--- src/rtl/unsigned_up_syncreset_mod_counter.sv ---
// Modulo-MOD unsigned up counter with synchronous reset, saturating parallel load,
// cascade terminal count, one-cycle wrap pulse and a sticky overflow flag.
// Optional input prescaler on CE is enabled by defining UP_COUNTER_PRESCALE_EN.
module unsigned_up_syncreset_mod_counter #(
  parameter int W   = 4,
  parameter int MOD = 16
`ifdef UP_COUNTER_PRESCALE_EN
  ,
  parameter int PRE = 4
`endif
) (
  input  logic         C,
  input  logic         R,
  input  logic         CE,
  input  logic         L,
  input  logic [W-1:0] D,
  input  logic         OVF_CLR,
  output logic [W-1:0] Q,
  output logic         TC,
  output logic         WRAP,
  output logic         OVF
);

  localparam logic [W-1:0] LAST = W'(MOD - 1);

  if (MOD < 2 || MOD > (2 ** W)) begin : g_bad_mod
    $error("MOD must lie in 2..2**W");
  end

  // Loads above the top count clamp to it so Q never leaves 0..MOD-1.
  function automatic logic [W-1:0] sat_load(input logic [W-1:0] v);
    return (v > LAST) ? LAST : v;
  endfunction

  logic at_last;
  logic pre_last;
  logic adv;

  assign at_last = (Q == LAST);

`ifdef UP_COUNTER_PRESCALE_EN
  localparam int PW = (PRE > 2) ? $clog2(PRE) : 1;

  if (PRE < 2) begin : g_bad_pre
    $error("PRE must be at least 2");
  end

  logic [PW-1:0] pre_cnt;

  assign pre_last = (pre_cnt == PW'(PRE - 1));

  always_ff @(posedge C) begin
    if (R || L) begin
      pre_cnt <= '0;
    end else if (CE) begin
      pre_cnt <= pre_last ? '0 : pre_cnt + PW'(1);
    end
  end
`else
  assign pre_last = 1'b1;
`endif

  assign adv = CE & pre_last;

  // Zero-latency so a following stage's CE sees it on the same edge.
  assign TC = CE & ~R & ~L & at_last & pre_last;

  always_ff @(posedge C) begin
    if (R) begin
      Q    <= '0;
      WRAP <= 1'b0;
      OVF  <= 1'b0;
    end else begin
      WRAP <= 1'b0;
      if (L) begin
        Q <= sat_load(D);
      end else if (adv) begin
        Q <= at_last ? '0 : Q + W'(1);
      end
      // A wrap outranks a same-cycle clear of the sticky flag.
      if (!L && adv && at_last) begin
        WRAP <= 1'b1;
        OVF  <= 1'b1;
      end else if (OVF_CLR) begin
        OVF <= 1'b0;
      end
    end
  end

endmodule
--- config.mk ---
export PLATFORM = sky130hd
export DESIGN_NAME = unsigned_up_syncreset_mod_counter
export DESIGN_NICKNAME = d
export VERILOG_FILES = /design/src/rtl/unsigned_up_syncreset_mod_counter.sv
export SDC_FILE = /design/constraint.sdc
export NUM_CORES = 1
export LEC_CHECK = 0
export CAP_MARGIN = 20
export CORE_AREA = 4 4 41 43
export DETAILED_ROUTE_END_ITERATION = 10
export DIE_AREA = 0 0 45 47
export GPL_ROUTABILITY_DRIVEN = 0
export SYNTH_ARGS = -nofsm -noshare
export SYNTH_HDL_FRONTEND = slang
export SYNTH_SLANG_ARGS = --single-unit
--- constraint.sdc ---
create_clock -name C -period 2.5 [get_ports C]
set_clock_uncertainty 0.05 [all_clocks]
set_input_delay 0.5 -clock C [delete_from_list [all_inputs] [get_ports C]]
set_output_delay 0.5 -clock C [all_outputs]
set_load 0.01 [all_outputs]
### Word-level counts from Yosys, hierarchy flattened

Index checks and enable logic that the tools add are counted.
Widths: inputs -> output; s select.

| storage, ports and cells | value |
|---|---|
| input port bits | 9 |
| logic and storage cells | 23 |
| register bits after elaboration | 6 |
| output and inout port bits | 7 |

| operators by class | value |
|---|---|
| bitwise operators | 5 |
| reductions and logical operators | 5 |
| eq/ne operators | 1 |
| add/subtract/negate cells | 1 |
| order comparisons | 1 |
| muxes and demuxes | 7 |

Operator list:

| kind | count |
|---|---|
| $mux 4 | 4 |
| $add 4x1->4 const B | 1 |
| $eq 4x4->1 const B | 1 |
| $gt 4x4->1 const B | 1 |
| $reduce_bool 2->1 | 2 |
| $and 1x1->1 | 3 |
| $mux 1 | 3 |
| $logic_and 1x1->1 | 2 |
| $not 1->1 | 2 |
| $logic_not 1->1 | 1 |

### Longest topological paths before layout

| logic depth | value |
|---|---|
| depth after elaboration | 4 |
| depth in mapped cells | 4 |
| depth with buffers taken out | 4 |

### Worst setup path after synthesis

No wires, ideal clock.

| timing | value |
|---|---|
| kind | input -> output |
| from | in L |
| to | out TC |
| setup slack | 0.842 ns |
| data required time | 1.950 ns |
| stages on the path | 2 |
| arrival | 1.108 ns |
| path through | or3b_1 nor2_1 |

| on the way | value |
|---|---|
| word-level cells in the longest chain between the ends | 3 |

RTL lines:

| element | RTL line | text |
|---|---|---|
| start, declared | 15 | `input logic L,` |
| $not 1->1 | 66 | `assign TC = CE & ~R & ~L & at_last & pre_last;` |
| $and 1x1->1 (2 in series) | 66 |  |
| end, declared | 19 | `output logic TC,` |

No other way between the ends.

### Worst setup path after layout

| timing | value |
|---|---|
| from | in CE |
| to | out TC |

| on the way | value |
|---|---|
| word-level cells in the longest chain between the ends | 3 |

RTL lines:

| element | RTL line | text |
|---|---|---|
| start, declared | 14 | `input logic CE,` |
| $and 1x1->1 (3 in series) | 66 |  |

No other way between the ends.

==> qor.csv <==
metric,value,unit
hold_class,flip-flop to flip-flop,
fin_crit,2320,ps
worstSetupPathType,input pin to output port,
grt_pass1_vias,281,
track_usage,8.24,%
routed.top_layer,met3,
p_per_area,472,nW/µm²
drt-met1-wl,364,µm
syn-instance-count,33,
timing.max_cap.violations,0,
cts.sinks,6,
netSwitchingPower,56.3,µW
first_pass_iters,2,
avgRoutedWirePerCell,9.90,µm
core_area,1300,µm²
netlist.area_leader.share,42.1,%
startpoint_type,input pin,
syn2layout_area_growth,79.8,%
fmax,432,MHz
comb_power_share,19.4,%
initial_core_util,21.9,%
cts-resized-gates,1,
cts_setup_buffers,0,
cts-root-buf,clkbuf_4,
port_buffers,15,
setup_viol,0,
cpPeakStageDelay,480,ps
cts_buffers,3,
ctsHoldBuffers,0,
wl_met3,67,µm
total_power,242,µW
rsz0062_at_grt,false,
status,"complete, no violations",
drc_errors,0,
synth_cell_types,17,
max_slew_margin,86.7,%
yosys_warnings,0,
reg2regPathDepth,4,
dieHeight,47,µm
grt_overflow,0,
clock_latency,240,ps
p_sw_share,23.3,%
wirelength,703,µm
worst_pin_slew,199,ps
fin_crit_sh,92.6,%
path_max_fanout,2,
async_flop_share,0,%
leakage,0.226,nW
fp-row-count,13,
diodes,0,
synth-main-ff-cell,dfxtp_1,
syn_area,285,µm²
synth_seq_cells,6,
antenna_found_initial,0,
cts_htree_levels,1,
whs,399,ps
worstPathArrival,1770,ps
cp-end-kind,output port,
die-area,2120,µm²
worstPathCellList,clkdlybuf4s50_1 > or3b_1 > nor2_1 > dlygate4sd2_1,
die_width,45,µm
yosysSeqAreaShare,42.1,%
seq_power_share,44.0,%
fin_tns_setup,0,ps
ant_nets,0,
synth_edf_count,0,
grt_pass1_wl,1180,µm
avgSynthCellArea,8.64,µm²
required,1950,ps
dp_hpwl,547,µm
clockBufferDepth,2,
vias_per_cell,4.28,
clkPwrFrac,36.7,%
tritoncts,yes,
synth.largest_area_cell,dfxtp_1,
slew_viol_final,0,
pin_count,16,
synth_fp_nets,43,
hold-path-cell-count,1,
grt_max_degree,7,
synthTopCellsByArea,"dfxtp_1, xor2_1, a21oi_1",
crit_slowest_cell,clkdlybuf4s50_1,
fin_nets,68,
p_int,186,µW
hold_viol_final,0,
clk_pin_slew_worst_paths,50,ps
drive_gt1_share,16.1,%
routed-via-count,304,
peakVddDrop,0.000186,V
route.met2.wl,270,µm
first_iter_violations,4,
[logic make-up (layout without fill, tap and decap cells)]
family          Yosys count  in the layout  synth area share [%]
xor+xnor                  2              2                  6.14
compound gates            7              7                  16.7
simple gates             13             13                  22.8
buf+inv                   3             26                  3.95
mux                       1              1                  3.95
flops                     6              6                  42.1
fa+ha+maj                 1              1                  4.39
[final timing paths]
check / start / endpoint / slack, ps
hold / removal: OVF / OVF / 400
setup reg to reg: Q[0] / Q[0] / 1050
setup / recovery: CE / TC / 180
hold reg to reg: OVF / OVF / 400
[synthesized netlist by cell type (all sizes together) (2+ instances only)]
library cell	count
nand3	2
inv	3
nand2	3
nor2	4
dfxtp	6
xor2	2
a21oi	3
[state kept, by name, indices dropped and copies added (netlist names)]
register  cells
WRAP          1
Q             4
OVF           1
[metal layers]
layer,up-vias,track usage [%]
li1,163,-
met1,130,10.8
met2,11,9.60
met3,0,4.21
met4,0,7.02
met5,-,0
[through the flow]
step / utilization, % / cell area [µm²] / cells / setup slack (ps)
after floorplan: - / 285 / 33 / 842
after global placement: 37.8 / 492 / 68 / -104
after detailed placement: 37.8 / 492 / 68 / -89.7
after global routing: 39.4 / 513 / 71 / 115
after CTS: 39.4 / 513 / 71 / 176
final: 39.4 / 513 / 71 / 184
[worst max-delay path, delay by kind of cell]
kind,cells,cell delay (ps)
simple gates,2,500
buf+inv,2,760
[cells in the final DEF (no fill, tap or decap)]
master / count
a211oi_1: 1
a21o_1: 1
a21oi_1: 3
a221oi_1: 1
and3_1: 1
buf_4: 5
clkbuf_4: 3
clkdlybuf4s50_1: 14
dfxtp_1: 6
dlygate4sd2_1: 1
ha_1: 1
inv_1: 3
mux2_2: 1
nand2_1: 3
nand3_1: 2
nor2_1: 4
nor3b_1: 1
o32ai_1: 1
or3_1: 1
or3b_1: 1
xor2_1: 2
[cell type report]
cell class                 instances  area, µm²
sequential                         6        120
timing repair buffer              20        186
clock buffer                       3       22.5
tap                               15       18.8
inverter                           3       11.3
multi-input combinational         24        154
fill                             147        788
[power groups by stage]
| stage | sequential (mW) | combinational [mW] | clock (mW) |
|---|---|---|---|
| detailed placement | 0.108 | 0.0469 | 0 |
| finish | 0.106 | 0.0469 | 0.0887 |
| global route | 0.107 | 0.0516 | 0.0995 |
| floorplan | 0.109 | 0.0139 | 0 |
| global placement | 0.108 | 0.0468 | 0 |
| CTS | 0.106 | 0.0472 | 0.0950 |
Note: power is estimated with default switching activity, not from simulation.
